$ cat config.mk
export PLATFORM = sky130hd
export DESIGN_NAME = pixel_pair_packer
export DESIGN_NICKNAME = d
export VERILOG_FILES = /design/src/rtl/pixel_pair_packer.sv
export SDC_FILE = /design/constraint.sdc
export NUM_CORES = 1
export LEC_CHECK = 0
export ABC_AREA = 1
export BUFFER_PORTS_ARGS = -buffer_cell sky130_fd_sc_hd__buf_2
export CAP_MARGIN = 5
export CORE_MARGIN = 5
export CORE_UTILIZATION = 50
export DETAILED_ROUTE_END_ITERATION = 6
export HOLD_SLACK_MARGIN = 0.03
export PLACE_DENSITY = 0.75
export SYNTH_ARGS = -nofsm -noshare
export SYNTH_HDL_FRONTEND = slang
export SYNTH_SLANG_ARGS = --single-unit
$ cat constraint.sdc
create_clock -name aclk -period 1.7 [get_ports aclk]
set_clock_uncertainty 0.05 [all_clocks]
set_input_delay 0.34 -clock aclk [delete_from_list [all_inputs] [get_ports aclk]]
set_output_delay 0.34 -clock aclk [all_outputs]
set_load 0.01 [all_outputs]
$ cat src/rtl/pixel_pair_packer.sv
// Purpose : packs a 1-pixel/beat AXI4-Stream video stream into 2-pixel/beat
//           pairs, keeping SOF/EOL framing and flagging framing errors.
// Latency : one cycle from acceptance of the odd pixel (or an EOL even pixel)
//           to m_axis_tvalid. Pulses appear one cycle after the triggering
//           acceptance.
// Backpressure: s_axis_tready = !m_axis_tvalid || m_axis_tready. The output
//           register holds its beat while stalled. With m_axis_tready = 1 the
//           block takes one pixel per clock with no bubbles.
// Ports   : aclk/aresetn (async active-low); s_axis_* pixel input;
//           m_axis_* pair output (low half = even pixel, high half = odd);
//           err_early_eol, err_late_eol, err_sof_misalign, frame_done pulses.
module pixel_pair_packer #(
  parameter int PIXEL_WIDTH  = 24,
  parameter int FRAME_WIDTH  = 10,
  parameter int FRAME_HEIGHT = 10
) (
  input  logic                     aclk,
  input  logic                     aresetn,
  input  logic [PIXEL_WIDTH-1:0]   s_axis_tdata,
  input  logic                     s_axis_tvalid,
  output logic                     s_axis_tready,
  input  logic                     s_axis_tuser,
  input  logic                     s_axis_tlast,
  output logic [2*PIXEL_WIDTH-1:0] m_axis_tdata,
  output logic                     m_axis_tvalid,
  input  logic                     m_axis_tready,
  output logic                     m_axis_tuser,
  output logic                     m_axis_tlast,
  output logic                     err_early_eol,
  output logic                     err_late_eol,
  output logic                     err_sof_misalign,
  output logic                     frame_done
);

  localparam int CW = (FRAME_WIDTH  > 1) ? $clog2(FRAME_WIDTH)  : 1;
  localparam int RW = (FRAME_HEIGHT > 1) ? $clog2(FRAME_HEIGHT) : 1;
  localparam logic [CW-1:0] COL_LAST = CW'(FRAME_WIDTH - 1);
  localparam logic [RW-1:0] ROW_LAST = RW'(FRAME_HEIGHT - 1);

  typedef enum logic {ST_EVEN, ST_ODD} state_e;

  state_e                   state_q, state_d;
  logic [PIXEL_WIDTH-1:0]   hold_data_q, hold_data_d;
  logic                     hold_user_q, hold_user_d;
  logic [CW-1:0]            col_q, col_d;
  logic [RW-1:0]            row_q, row_d;
  logic                     out_vld_q, out_vld_d;
  logic [2*PIXEL_WIDTH-1:0] out_data_q, out_data_d;
  logic                     out_user_q, out_user_d;
  logic                     out_last_q, out_last_d;
  logic                     early_q, early_d;
  logic                     late_q, late_d;
  logic                     mis_q, mis_d;
  logic                     done_q, done_d;

  logic                     in_fire;
  logic [CW-1:0]            eff_col;
  logic [RW-1:0]            eff_row;
  logic [RW-1:0]            row_inc;

  // Ready depends only on the output register, never on s_axis_tvalid.
  assign s_axis_tready = !out_vld_q || m_axis_tready;
  assign in_fire       = s_axis_tvalid && s_axis_tready;

  // SOF relocates the current pixel to the origin of the frame.
  assign eff_col = s_axis_tuser ? '0 : col_q;
  assign eff_row = s_axis_tuser ? '0 : row_q;
  assign row_inc = (eff_row == ROW_LAST) ? '0 : eff_row + RW'(1);

  always_comb begin
    state_d     = state_q;
    hold_data_d = hold_data_q;
    hold_user_d = hold_user_q;
    col_d       = col_q;
    row_d       = row_q;
    out_vld_d   = out_vld_q && !m_axis_tready;
    out_data_d  = out_data_q;
    out_user_d  = out_user_q;
    out_last_d  = out_last_q;
    early_d     = 1'b0;
    late_d      = 1'b0;
    mis_d       = 1'b0;
    done_d      = 1'b0;

    if (in_fire) begin
      // Position tracking.
      if (s_axis_tlast) begin
        early_d = (eff_col != COL_LAST);
        done_d  = (eff_row == ROW_LAST);
        col_d   = '0;
        row_d   = row_inc;
      end else if (eff_col == COL_LAST) begin
        // Missing EOL: realign to the next line, but do not fake a tlast.
        late_d = 1'b1;
        col_d  = '0;
        row_d  = row_inc;
      end else begin
        col_d = eff_col + CW'(1);
        row_d = eff_row;
      end

      // Pairing. An SOF arriving in ODD drops the held pixel and restarts
      // the pair with the SOF pixel as the even half.
      if (state_q == ST_EVEN || s_axis_tuser) begin
        mis_d       = (state_q == ST_ODD);
        hold_data_d = s_axis_tdata;
        hold_user_d = s_axis_tuser;
        if (s_axis_tlast) begin
          out_vld_d  = 1'b1;
          out_data_d = {{PIXEL_WIDTH{1'b0}}, s_axis_tdata};
          out_user_d = s_axis_tuser;
          out_last_d = 1'b1;
          state_d    = ST_EVEN;
        end else begin
          state_d = ST_ODD;
        end
      end else begin
        out_vld_d  = 1'b1;
        out_data_d = {s_axis_tdata, hold_data_q};
        out_user_d = hold_user_q;
        out_last_d = s_axis_tlast;
        state_d    = ST_EVEN;
      end
    end
  end

  always_ff @(posedge aclk or negedge aresetn) begin
    if (!aresetn) begin
      state_q     <= ST_EVEN;
      hold_data_q <= '0;
      hold_user_q <= 1'b0;
      col_q       <= '0;
      row_q       <= '0;
      out_vld_q   <= 1'b0;
      out_data_q  <= '0;
      out_user_q  <= 1'b0;
      out_last_q  <= 1'b0;
      early_q     <= 1'b0;
      late_q      <= 1'b0;
      mis_q       <= 1'b0;
      done_q      <= 1'b0;
    end else begin
      state_q     <= state_d;
      hold_data_q <= hold_data_d;
      hold_user_q <= hold_user_d;
      col_q       <= col_d;
      row_q       <= row_d;
      out_vld_q   <= out_vld_d;
      out_data_q  <= out_data_d;
      out_user_q  <= out_user_d;
      out_last_q  <= out_last_d;
      early_q     <= early_d;
      late_q      <= late_d;
      mis_q       <= mis_d;
      done_q      <= done_d;
    end
  end

  assign m_axis_tvalid    = out_vld_q;
  assign m_axis_tdata     = out_data_q;
  assign m_axis_tuser     = out_user_q;
  assign m_axis_tlast     = out_last_q;
  assign err_early_eol    = early_q;
  assign err_late_eol     = late_q;
  assign err_sof_misalign = mis_q;
  assign frame_done       = done_q;

endmodule

### Word level (Yosys, flattened, before mapping)

Cells that the tools add are included.
Widths: inputs -> output; s select.

* register bits after elaboration: 89
* latch bits: 0
* RAM bits: 0
* memory bits (read-only): 0
* input bits: 30
* output and inout port bits: 56
* word-level logic and storage cells: 55
* memories: 0

* add/subtract/negate cells: 2
* $mul: 0
* divide/modulo/power cells: 0
* magnitude comparators: 0
* equality and inequality tests: 4
* shift operators: 0
* mux-type cells: 27
* bitwise operators: 1
* reduce and logical (&&, ||, !) cells: 8

Operator list (count)
* $mux 48: 2
* $mux 4: 7
* $mux 1: 18
* $add 4x1->4 const B: 2
* $eq 4x4->1 const B: 2
* $ne 4x4->1 const B: 1
* $reduce_and 2->1: 2
* $logic_and 1x1->1: 2
* $logic_not 1->1: 2
* $logic_or 1x1->1: 2
* $ne 2x2->1 const B: 1
* $not 1->1: 1

### Logic depth before layout (Yosys ltp)

* depth in word-level cells: 5
* gate-level depth with buffers: 12
* gate-level depth less buffers: 12

### Least setup slack after synthesis

OpenSTA, ideal clock, no wires.

* path type: input to register
* start: input s_axis_tuser
* end: register row_q[0]
* setup time: 122 ps
* arrival time: 1304 ps
* data required time: 1528 ps
* setup slack: 224 ps
* stages: 8
* path buffers: 0
* cell sequence: nor2_1 > ha_1 > inv_1 > nor2_1 > nand2_1 > nand2_1 > nand2_1 > xor2_1

* word-level cells in the longest chain between the ends: 5
* elaborated cells between the ends (all ways): 8
* those cells by class: add/sub: 1; eq/ne: 2; mux: 5

Ends and longest elaborated chain
* start, declared: line 22 `input logic s_axis_tuser,`
* $mux 4: line 67 `assign eff_row = s_axis_tuser ? '0 : row_q;`
* $add 4x1->4 / $eq 4x4->1 (equally long branches): line 68 `assign row_inc = (eff_row == ROW_LAST) ? '0 : eff_row + RW'(1);`
* $mux 4: line 68
* $mux 4: line 92 `end else if (eff_col == COL_LAST) begin`
* $mux 4 *: line 87 `if (s_axis_tlast) begin`
* end signal, assigned: line 147 `row_q <= row_d;`
* end, declared: line 46 `logic [RW-1:0] row_q, row_d;`

Mark *: on every way between the ends. The rest lies on a longest branch, timed or not.
A chain may end at the register's enable or synchronous reset.

### Worst setup path after layout

* start: register col_q[1]
* end: register row_q[0]

* word-level cells in the longest chain between the ends: 4

Ends and longest elaborated chain
* start, declared: line 45 `logic [CW-1:0] col_q, col_d;`
* start signal, assigned: line 146 `col_q <= col_d;`
* $mux 4: line 66 `assign eff_col = s_axis_tuser ? '0 : col_q;`
* $eq 4x4->1: line 92
* $mux 4: line 92
* $mux 4: line 87

Every way passes these cells.

==> results.toml <==
[outcome]
outcome = "finished, final reports clean"

[setup_path]
slowest_delay_ps = 380
rr_endpoint = "row_q[0]"
setup.worst_path.end = "row_q[0]"
r2r_cells = 10
cp_slowest_cell = "dfrtp_1"
crit_top_cell = "inv_1"
r2r_slack_ps = 120
crit_required_ps = 1880
cp_max_fo = 6
startpoint_type = "flop"
worstReg2RegStart = "col_q[1]"
arrival_ps = 1760
cp-startpoint = "col_q[1]"
path_cells = "inv_1 -> nor2_1 -> inv_1 -> ha_1 -> inv_1 -> nor2_1 -> nand2_1 -> nand2_2 -> nand2_1 -> xor2_1"
end_kind = "flop"
critical_path_class = "flop to flop"

[placement]
dpl_cell_area_um2 = 4282
io_buffers = 85
dpl.cell_count = 586
dp_hpwl_um = 5768
routabilityCongestion = 0.8445

[job]
drv.max_cap_violation_count = 0

[global_routing]
antenna_found_initial = 0
grt_overflow = 0
grtUsageTotal_pct = 19.01
grt_pass1_wl_um = 13540
grt_pass1_vias = 2956
grt_max_degree = 49

[floorplanning]
die_area_um2 = 9265
start_util_pct = 51.29
rows = 31
die_h_um = 96.26
die_x_um = 96.26
io_pins = 86
fp.coreArea_um2 = 7253

[pwr]
p_leak_nw = 2.309
ir_drop_mv = 0.6295
power_density_nw_per_um2 = 1237

[clock_tree]
clk_path_buf_depth = 2
cts_root_buf = "clkbuf_8"
clock_latency_ps = 350
cts_made_buffers = 9
cts.sinks = 89
cts_tree = "built"
htree_num_levels = 3
cts.clk_slew.worst_paths_ps = 90

[logic_synthesis]
synth_warnings = 0
synthMuxAreaShare_pct = 0
synthAdderAreaFrac_pct = 0.6727
synth_top_family_by_area = "simple AND/OR/NAND/NOR gates"
ys_seq_area_share_pct = 59.87
syn_area_um2 = 3720
yosysUniqueCellTypes = 20
netlist_instances = 414
synth_xor_area_share_pct = 0.4709
syn_area_per_cell_um2 = 8.985
yosys.area_share.simple_pct = 16.65
synth_compound_area_share_pct = 15.00
ys_ff_latch = 89
syn_nets = 446

[layout]
antenna_cells = 0
syn_to_final_growth_pct = 20.72
final_util_pct = 61.91
drive_above_1_share_pct = 23.41
layout.cells.non_filler = 603
fin_nets = 531
final_cell_area_um2 = 4491

[timing]
rsz0062_at_grt = "false"
finalCritPeriodShare_pct = 92.77
maxSlewViolCount = 0
hold_violations = 0
timing.fmax_mhz = 634.1
holdWs_ps = 206.8
max_slew.worst_pin.slew_ps = 364.2
maxSlewHeadroom_pct = 75.72
tns_ps = 0
setup_violations = 0
post-route-min-period_ps = 1577

[route]
vias = 3031
detail-route-antenna-nets = 0
wire_per_inst_um = 13.52
routed_wl_um = 8151
drtIter0Drc = 118
drc = 0
viasPerCell = 5.027
first_pass_iters = 4

[worst_hold_path]
min_path_type = "input port to flop"
min_path_cells = 3
## synth_stat cells
library cell	n	area [um^2]
buf_6	3	33.78
nand2_2	2	12.51
xor2_1	2	17.52
buf_1	1	3.750
inv_2	2	7.510
dfrtp_1	89	2227
clkbuf_1	8	30.03
nand3_1	33	165.2
buf_2	11	55.05
nor2_1	36	135.1
o22ai_1	3	18.77
o21ai_0	48	240.2
inv_1	36	135.1
ha_1	2	25.02
o21ai_1	28	140.1
a21boi_4	1	18.77
a21oi_1	28	140.1
nand3_2	1	10.01
buf_4	1	7.510
nand2_1	79	296.5
## power breakdown
part	switching (mW)	internal, mW	total, mW
Sequential	0.246	2.56	2.81
Combinational	0.775	0.532	1.31
Clock	0.712	0.724	1.44
Total	1.73	3.82	5.55
## kinds of logic after synthesis
| group | count (synthesis) |
|---|---|
| fa+ha+maj | 2 |
| buf+inv | 62 |
| xor+xnor | 2 |
| compound gates | 108 |
| flops | 89 |
| simple gates | 151 |
## worst max-delay path, delay by kind of cell, from the launching register on
family | cells | cell delay, ps
xor+xnor | 1 | 170
flops | 1 | 380
fa+ha+maj | 1 | 130
simple gates | 5 | 570
buf+inv | 3 | 170
## state kept, by name, indices dropped and copies added, names as in the netlist
name	count
m_axis_tuser	1
frame_done	1
err_late_eol	1
row_q	4
err_sof_misalign	1
m_axis_tlast	1
err_early_eol	1
state_q	1
hold_data_q	24
m_axis_tvalid	1
col_q	4
hold_user_q	1
m_axis_tdata	48
## layout make-up
| cell class | instances | area [um^2] |
|---|---|---|
| fillers | 663 | 2763 |
| flip-flops and latches | 89 | 2227 |
| multi-input cells | 263 | 1222 |
| repair buffers | 98 | 578.1 |
| clock buffers | 12 | 145.1 |
| inverters | 38 | 142.6 |
| well taps | 99 | 123.9 |
| clock inverters | 4 | 51.30 |
## worst min-delay path by stage
stage,startpoint,end,slack (ps)
2_1_floorplan,aresetn,col_q[0],-6
3_3_place_gp,aresetn,col_q[1],230
3_5_place_dp,aresetn,col_q[1],230
4_1_cts,s_axis_tdata[10],m_axis_tdata[34],190
5_1_grt,s_axis_tdata[15],m_axis_tdata[39],200
6_report,s_axis_tdata[10],m_axis_tdata[34],210
## what timing repair did
item                       4_1_cts  5_1_grt
hold endpoints to repair        24        0
hold buffers                     1        0
setup buffers                    0        0
gates resized for setup          0        1
setup endpoints to repair        0        4
## metrics by stage
step / power, mW / worst slack [ps]
finish: 5.554 / 123.0
global route: 5.949 / 4.182
CTS: 5.615 / 87.95
detailed placement: 4.177 / -52.93
global placement: 4.123 / 106.1
floorplan: 3.598 / 224.2
## cell usage in the layout, fill, tap and decap left out, drive strengths merged
cell type     n
clkbuf       12
nand2        81
nand3        34
bufinv        1
o21ai        76
ha            2
a21boi        1
nor2         36
inv          39
clkinvlp      1
o22ai         3
clkinv        1
dlygate4sd3   1
dfrtp        89
a21oi        28
xor2          2
buf          97
## per-layer routing
layer | vias to the layer above | global-route usage [%] | wire [um]
li1 | 1518 | - | -
met1 | 1431 | 25.41 | 3718
met2 | 76 | 30.42 | 3927
met3 | 6 | 4.066 | 422
met4 | 0 | 7.109 | 83
met5 | - | 0 | 0
Power figures use the tool's default switching activity.
